File: config.mk
export PLATFORM = sky130hd
export DESIGN_NAME = button_conditioner_flat
export DESIGN_NICKNAME = d
export VERILOG_FILES = /design/src/rtl/button_conditioner_pkg.sv /design/src/rtl/button_conditioner_if.sv /design/src/rtl/button_conditioner_debounce_channel.sv /design/src/rtl/button_conditioner.sv /design/src/flat_wrapper.sv
export SDC_FILE = /design/constraint.sdc
export NUM_CORES = 1
export LEC_CHECK = 0
export BUFFER_PORTS_ARGS = -buffer_cell sky130_fd_sc_hd__buf_4
export CELL_PAD_IN_SITES_DETAIL_PLACEMENT = 0
export CELL_PAD_IN_SITES_GLOBAL_PLACEMENT = 1
export CORE_ASPECT_RATIO = 1.4
export CORE_UTILIZATION = 37
export DETAILED_ROUTE_END_ITERATION = 16
export PLACE_DENSITY_LB_ADDON = 0.12
export SETUP_SLACK_MARGIN = 0.1
export SYNTH_ARGS = -nofsm -noshare
export SYNTH_HDL_FRONTEND = slang
export SYNTH_HIERARCHICAL = 1
export SYNTH_SLANG_ARGS = --single-unit
File: constraint.sdc
create_clock -name clk_i -period 1.4 [get_ports clk_i]
set_clock_uncertainty 0.1 [all_clocks]
set_input_delay 0.07 -clock clk_i [delete_from_list [all_inputs] [get_ports clk_i]]
set_output_delay 0.07 -clock clk_i [all_outputs]
set_load 0.05 [all_outputs]
File: src/rtl/button_conditioner_pkg.sv
// Shared types for the front-panel button conditioner and its consumers.
package button_conditioner_pkg;

   // Per-channel event bundle as seen by consumers such as an MMIO button register.
   typedef struct packed {
      logic pressed;
      logic released;
      logic repeat_pulse;
   } input_event_t;

endpackage

File: src/rtl/button_conditioner_if.sv
// Per-channel raw inputs, controls and conditioned outputs of the button conditioner.
interface button_conditioner_if #(
   parameter int CHANNELS = 5
);
   logic [CHANNELS-1:0] raw_i;
   logic [CHANNELS-1:0] enable_i;
   logic [CHANNELS-1:0] ack_i;
   logic [CHANNELS-1:0] level_o;
   logic [CHANNELS-1:0] pressed_o;
   logic [CHANNELS-1:0] released_o;
   logic [CHANNELS-1:0] repeat_o;
   logic [CHANNELS-1:0] pending_o;

   modport master (
      output raw_i, enable_i, ack_i,
      input  level_o, pressed_o, released_o, repeat_o, pending_o
   );

   modport slave (
      input  raw_i, enable_i, ack_i,
      output level_o, pressed_o, released_o, repeat_o, pending_o
   );
endinterface

File: src/rtl/button_conditioner_debounce_channel.sv
// One conditioner channel: synchroniser, counter debounce, press/release edges,
// hold-to-repeat and a sticky pending flag.
module debounce_channel
   import button_conditioner_pkg::*;
#(
   parameter int SYNC_STAGES     = 2,
   parameter int DEBOUNCE_CYCLES = 8,
   parameter int REPEAT_DELAY    = 0,
   parameter int REPEAT_PERIOD   = 1
) (
   input  logic         clk_i,
   input  logic         rst_i,
   input  logic         raw_i,
   input  logic         enable_i,
   input  logic         ack_i,
   output logic         level_o,
   output input_event_t event_o,
   output logic         pending_o
);
   localparam int DB_W   = $clog2(DEBOUNCE_CYCLES + 1);
   localparam int HOLD_W = $clog2(REPEAT_DELAY + REPEAT_PERIOD + 1);
   localparam logic [DB_W-1:0]   DB_LAST  = DB_W'(DEBOUNCE_CYCLES - 1);
   localparam logic [HOLD_W-1:0] RPT_FIRST = HOLD_W'(REPEAT_DELAY);
   localparam logic [HOLD_W-1:0] RPT_NEXT  = HOLD_W'(REPEAT_DELAY + REPEAT_PERIOD);

   logic [SYNC_STAGES-1:0] sync_q;
   logic                   s;
   logic                   level_q, level_d;
   logic [DB_W-1:0]        cnt_q, cnt_d;
   logic [HOLD_W-1:0]      hold_q, hold_d, hold_inc;
   logic                   pressed_q, pressed_d;
   logic                   released_q, released_d;
   logic                   repeat_q, repeat_d;
   logic                   pending_q, pending_d;

   assign s = sync_q[SYNC_STAGES-1];

   always_comb begin
      // NOTE: every next-state signal gets a default first, so no path through this block infers a latch.
      level_d    = level_q;
      cnt_d      = '0;
      hold_d     = '0;
      hold_inc   = hold_q + 1'b1;
      pressed_d  = 1'b0;
      released_d = 1'b0;
      repeat_d   = 1'b0;
      pending_d  = pending_q;

      if (s != level_q) begin
         if (cnt_q == DB_LAST) begin
            level_d    = s;
            pressed_d  = s;
            released_d = ~s;
         end else begin
            cnt_d = cnt_q + 1'b1;
         end
      end

      // Hold counter runs only while held; a releasing cycle never repeats.
      if ((REPEAT_DELAY > 0) && level_q && !released_d) begin
         hold_d = hold_inc;
         if (hold_inc == RPT_FIRST) begin
            repeat_d = 1'b1;
         end else if (hold_inc == RPT_NEXT) begin
            repeat_d = 1'b1;
            hold_d   = RPT_FIRST;
         end
      end

      if (pressed_d || repeat_d) begin
         pending_d = 1'b1;
      end else if (ack_i) begin
         pending_d = 1'b0;
      end

      if (!enable_i) begin
         level_d    = 1'b0;
         cnt_d      = '0;
         hold_d     = '0;
         pressed_d  = 1'b0;
         released_d = 1'b0;
         repeat_d   = 1'b0;
         pending_d  = 1'b0;
      end
   end

   always_ff @(posedge clk_i) begin
      // NOTE: non-blocking assignments so every flop samples pre-edge values, whatever the statement order.
      if (rst_i) begin
         sync_q     <= '0;
         level_q    <= 1'b0;
         cnt_q      <= '0;
         hold_q     <= '0;
         pressed_q  <= 1'b0;
         released_q <= 1'b0;
         repeat_q   <= 1'b0;
         pending_q  <= 1'b0;
      end else begin
         sync_q     <= {sync_q[SYNC_STAGES-2:0], raw_i};
         level_q    <= level_d;
         cnt_q      <= cnt_d;
         hold_q     <= hold_d;
         pressed_q  <= pressed_d;
         released_q <= released_d;
         repeat_q   <= repeat_d;
         pending_q  <= pending_d;
      end
   end

   assign level_o   = level_q;
   assign event_o   = '{pressed: pressed_q, released: released_q, repeat_pulse: repeat_q};
   assign pending_o = pending_q;

endmodule

File: src/rtl/button_conditioner.sv
// N-channel front-panel input conditioner: polarity fix-up plus one debounce_channel per input.
module button_conditioner
   import button_conditioner_pkg::*;
#(
   parameter int CHANNELS        = 5,
   parameter int SYNC_STAGES     = 2,
   parameter int DEBOUNCE_CYCLES = 8,
   parameter int REPEAT_DELAY    = 0,
   parameter int REPEAT_PERIOD   = 1,
   parameter int ACTIVE_LOW      = 0
) (
   input  logic                clk_i,
   input  logic                rst_i,
   button_conditioner_if.slave bus
);
   logic [CHANNELS-1:0] raw_act;
   input_event_t        ev      [CHANNELS];
   logic                level_v [CHANNELS];
   logic                pend_v  [CHANNELS];

   assign raw_act = (ACTIVE_LOW != 0) ? ~bus.raw_i : bus.raw_i;

   for (genvar g = 0; g < CHANNELS; g++) begin : g_ch
      debounce_channel #(
         .SYNC_STAGES    (SYNC_STAGES),
         .DEBOUNCE_CYCLES(DEBOUNCE_CYCLES),
         .REPEAT_DELAY   (REPEAT_DELAY),
         .REPEAT_PERIOD  (REPEAT_PERIOD)
      ) u_ch (
         .clk_i    (clk_i),
         .rst_i    (rst_i),
         .raw_i    (raw_act[g]),
         .enable_i (bus.enable_i[g]),
         .ack_i    (bus.ack_i[g]),
         .level_o  (level_v[g]),
         .event_o  (ev[g]),
         .pending_o(pend_v[g])
      );
   end

   always_comb begin
      bus.level_o    = '0;
      bus.pressed_o  = '0;
      bus.released_o = '0;
      bus.repeat_o   = '0;
      bus.pending_o  = '0;
      for (int i = 0; i < CHANNELS; i++) begin
         bus.level_o[i]    = level_v[i];
         bus.pressed_o[i]  = ev[i].pressed;
         bus.released_o[i] = ev[i].released;
         bus.repeat_o[i]   = ev[i].repeat_pulse;
         bus.pending_o[i]  = pend_v[i];
      end
   end

endmodule

File: src/flat_wrapper.sv
// flat-port wrapper written by rule: the top's interface ports become plain ports
module button_conditioner_flat import button_conditioner_pkg::*;
#(
   parameter int CHANNELS        = 5,
   parameter int SYNC_STAGES     = 2,
   parameter int DEBOUNCE_CYCLES = 8,
   parameter int REPEAT_DELAY    = 0,
   parameter int REPEAT_PERIOD   = 1,
   parameter int ACTIVE_LOW      = 0
)
  (clk_i, rst_i, bus_raw_i, bus_enable_i, bus_ack_i, bus_level_o, bus_pressed_o, bus_released_o, bus_repeat_o, bus_pending_o);
  button_conditioner_if #(.CHANNELS(CHANNELS)) bus_i ();
  input  logic clk_i;
  input  logic rst_i;
  input wire logic [$bits(bus_i.raw_i)-1:0] bus_raw_i;
  input wire logic [$bits(bus_i.enable_i)-1:0] bus_enable_i;
  input wire logic [$bits(bus_i.ack_i)-1:0] bus_ack_i;
  output wire logic [$bits(bus_i.level_o)-1:0] bus_level_o;
  output wire logic [$bits(bus_i.pressed_o)-1:0] bus_pressed_o;
  output wire logic [$bits(bus_i.released_o)-1:0] bus_released_o;
  output wire logic [$bits(bus_i.repeat_o)-1:0] bus_repeat_o;
  output wire logic [$bits(bus_i.pending_o)-1:0] bus_pending_o;
  assign bus_i.raw_i = bus_raw_i;
  assign bus_i.enable_i = bus_enable_i;
  assign bus_i.ack_i = bus_ack_i;
  assign bus_level_o = bus_i.level_o;
  assign bus_pressed_o = bus_i.pressed_o;
  assign bus_released_o = bus_i.released_o;
  assign bus_repeat_o = bus_i.repeat_o;
  assign bus_pending_o = bus_i.pending_o;
  button_conditioner #(.CHANNELS(CHANNELS), .SYNC_STAGES(SYNC_STAGES), .DEBOUNCE_CYCLES(DEBOUNCE_CYCLES), .REPEAT_DELAY(REPEAT_DELAY), .REPEAT_PERIOD(REPEAT_PERIOD), .ACTIVE_LOW(ACTIVE_LOW)) u_core (.clk_i(clk_i), .rst_i(rst_i), .bus(bus_i));
endmodule
==> flow_summary_export.csv <==
group,metric,value,unit
power,pwr-share-clk,0.349,
global_route,grtUsageTotal,0.1430,
timing,fmax,0.7266,GHz
yosys,ys_ff_latch,50,
placed_design,gp_congestion,0.6871,
placed_design,dp_cells,273,
placed_design,detailed_place_hpwl,2.338,mm
yosys,synthesis.area,1952,µm²
floorplanning,row_count,30,
clock_network,ctsHtreeMaxLevel,2,
power,switching_share,0.2229,
setup_path,r2r-end,"u_core/g_ch[3].u_ch/cnt_q[1]$_SDFF_PP0_",
global_route,grt_pass1_vias,1404,
clock_network,path_clk_slew,0.09,ns
timing,slew_viol_final,0,
setup_path,endpoint_kind,"flop",
yosys,avgSynthCellArea,10.55,µm²
floorplanning,num_io_pins,42,
yosys,syn-num-nets,207,
power,seq_power_share,0.586,
global_route,grt_max_degree,17,
worst_hold_path,hold_path_class,"in -> reg",
clock_network,clock_latency,0.30,ns
power,p_per_area,915.5,nW/µm²
yosys,ys_warn_count,6,
yosys,synth_cell_types,21,
power,p_leak,0.001024,µW
power,switchingPower,551.2,µW
routing,via_count,1376,
timing,rsz0062_at_grt,"yes",
clock_network,cts_sinks,50,
clock_network,cts_buffer_depth,2,
finish,mostFrequentLayoutCell,"buf_4",
floorplanning,die_x,63.39,µm
finish,area_growth,38.40,%
routing,wl_per_cell,11.83,µm
floorplanning,core_region_area,4955,µm²
floorplanning,die_h,87.94,µm
clock_network,cts_tree,"done",
power,power_frac_comb,0.065,
setup_path,regToRegSetupSlack,0.02,ns
setup_path,rr_worst_depth,4,
setup_path,path_class,"reg -> reg",
power,intPower,1922,µW
setup_path,r2r-start,"u_core/g_ch[3].u_ch/cnt_q[1]$_SDFF_PP0_",
timing,finalSetupViolations,0,
timing,finalHoldViolCount,0,
power,ir_drop,0.0005357,V
global_route,grt-ovfl-total,0,
setup_path,path_max_fanout,3,
finish,final_nets,265,
clock_network,cts_inserted_buffers,5,
yosys,ys_seq_area_frac,0.5128,
placed_design,place.port_buffers,36,
setup_path,worstSetupStartpoint,"u_core/g_ch[3].u_ch/cnt_q[1]$_SDFF_PP0_",
global_route,antenna_found_initial,0,
setup_path,required,1.54,ns
run,max-cap-violations,0,
run_status,status,"complete, no violations",
finish,layout_common_cells,"48 x buf_4, 35 x dfxtp_1, 16 x dlygate4sd3_1, 15 x dfxtp_2, 12 x nor2_2",
setup_path,critPathCapture,"u_core/g_ch[3].u_ch/cnt_q[1]$_SDFF_PP0_",
routing,viasPerCell,4.468,
clock_network,ctsRootBufferMaster,"clkbuf_8",
routing,ant_nets,0,
floorplanning,die_area,5574,µm²
routing,drcViolationCount,0,
routing,drt_iter0_drc,23,
floorplanning,start_util,0.3939,
timing,period_minus_slack,1.376,ns
finish,drive_gt1_frac,0.4426,
setup_path,arrival,1.52,ns
timing,final.setup.tns,0,ns
setup_path,critPathLaunchType,"flop",
yosys,postSynthCellCount,185,
global_route,grt_pass1_wl,5.996,mm
finish,final_cells,308,
routing,first_pass_iters,4,
finish,antennaDiodeCount,0,
timing,fin_crit_sh,0.9831,
routing,drt_wl_total,3.645,mm
-- state kept, by name (all words and copies together), names as in the netlist --
signal,count
u_core/g_ch.u_ch/pending_o,5
u_core/g_ch.u_ch/released_q,5
u_core/g_ch.u_ch/pressed_q,5
u_core/g_ch.u_ch/cnt_q,20
u_core/g_ch.u_ch/sync_q,10
u_core/g_ch.u_ch/level_o,5
-- synthesized netlist by cell type --
library cell / number / area share
nor2b_1: 5 / 0.016
and2b_1: 5 / 0.019
nand3_1: 5 / 0.013
nand2b_1: 5 / 0.016
and3b_2: 5 / 0.026
nor3b_1: 10 / 0.038
ha_1: 5 / 0.032
or3_4: 5 / 0.029
buf_4: 15 / 0.058
xor2_1: 5 / 0.022
a21oi_1: 5 / 0.013
nand3b_1: 10 / 0.038
nor2_2: 5 / 0.016
dfxtp_1: 50 / 0.51
nor3_1: 5 / 0.013
mux2i_1: 5 / 0.026
xnor2_1: 10 / 0.045
nor2_1: 15 / 0.029
inv_1: 5 / 0.0096
conb_1: 5 / 0.0096
or2b_1: 5 / 0.019
-- per-stage QoR --
stage / instance area (µm²) / power [µW] / util / hold WS, ns / worst slack [ns]
global route: 2701 / 2597 / 0.5452 / 0.04968 / -0.01112
floorplan: 1971 / 1558 / - / 0.04161 / 0.08199
finish: 2701 / 2473 / 0.5452 / 0.06343 / 0.02370
detailed placement: 2231 / 1598 / 0.4503 / 0.1796 / 0.009443
CTS: 2619 / 2511 / 0.5285 / 0.05501 / 0.03126
global placement: 2231 / 1595 / 0.4503 / 0.1760 / 0.05558
-- power groups by stage --
stage / registers (µW) / logic [µW] / clock network (µW)
global route: 1450 / 174 / 971
finish: 1450 / 160 / 864
global placement: 1480 / 115 / 0
floorplan: 1480 / 79.8 / 0
detailed placement: 1480 / 117 / 0
CTS: 1450 / 158 / 904
-- critical path, stage by stage, from the launching register on --
cell     delay (ns)
dfxtp_2        0.35
ha_4           0.15
and3b_2        0.22
or3_4          0.40
nor2_2         0.11
-- kinds of logic (layout without fill, tap and decap cells) --
family | Yosys count | in the layout | synth area share
multiplexers | 5 | 5 | 0.02564
AO/OA/AOI/OAI | 5 | 5 | 0.01282
adder cells (fa/ha/maj) | 5 | 5 | 0.03205
other | 5 | 5 | 0.009616
buffers and inverters | 20 | 79 | 0.06731
XOR/XNOR | 15 | 15 | 0.06730
flip-flops | 50 | 50 | 0.5128
AND/OR/NAND/NOR | 80 | 80 | 0.2724
-- what timing repair did --
| item | in CTS | in global routing |
|---|---|---|
| pin swaps | 11 | 12 |
| hold endpoints to repair | 25 | 0 |
| buffers inserted | 9 | 2 |
| hold buffers | 16 | 0 |
| cloned | 0 | 0 |
| setup endpoints to repair | 22 | 26 |
| gates resized for setup | 18 | 16 |
-- how the worst min path moves through the flow --
| stage | start | to | slack (ns) | cells past startpoint |
|---|---|---|---|---|
| 6_report | rst_i | u_core/g_ch[2].u_ch/sync_q[0]$_SDFF_PP0_ | 0.06 | 2 |
| 5_1_grt | rst_i | u_core/g_ch[1].u_ch/sync_q[0]$_SDFF_PP0_ | 0.05 | 2 |
| 4_1_cts | rst_i | u_core/g_ch[0].u_ch/sync_q[0]$_SDFF_PP0_ | 0.06 | 2 |
| 3_5_place_dp | bus_raw_i[0] | u_core/g_ch[0].u_ch/sync_q[0]$_SDFF_PP0_ | 0.18 | 2 |
| 3_3_place_gp | bus_raw_i[0] | u_core/g_ch[0].u_ch/sync_q[0]$_SDFF_PP0_ | 0.18 | 2 |
| 2_1_floorplan | rst_i | u_core/g_ch[0].u_ch/sync_q[1]$_SDFF_PP0_ | 0.04 | 1 |
-- metal layers --
metal	vias to the layer above	global-route usage	wire length, µm
met5	-	0	0
met2	23	0.2795	2069
li1	699	-	-
met1	650	0.1324	1409
met4	0	0.06818	57
met3	4	0.04427	108
-- layout make-up --
type                            count  area [µm²]
Fill cell                         487        2253
Sequential cell                    50        1020
Multi-Input combinational cell    115       944.7
Timing Repair Buffer               66       543.0
Clock buffer                        6       82.58
Tap cell                           64       80.08
Inverter                            5       18.77
Clock inverter                      2       12.51
Power figures use the tool's default switching activity.
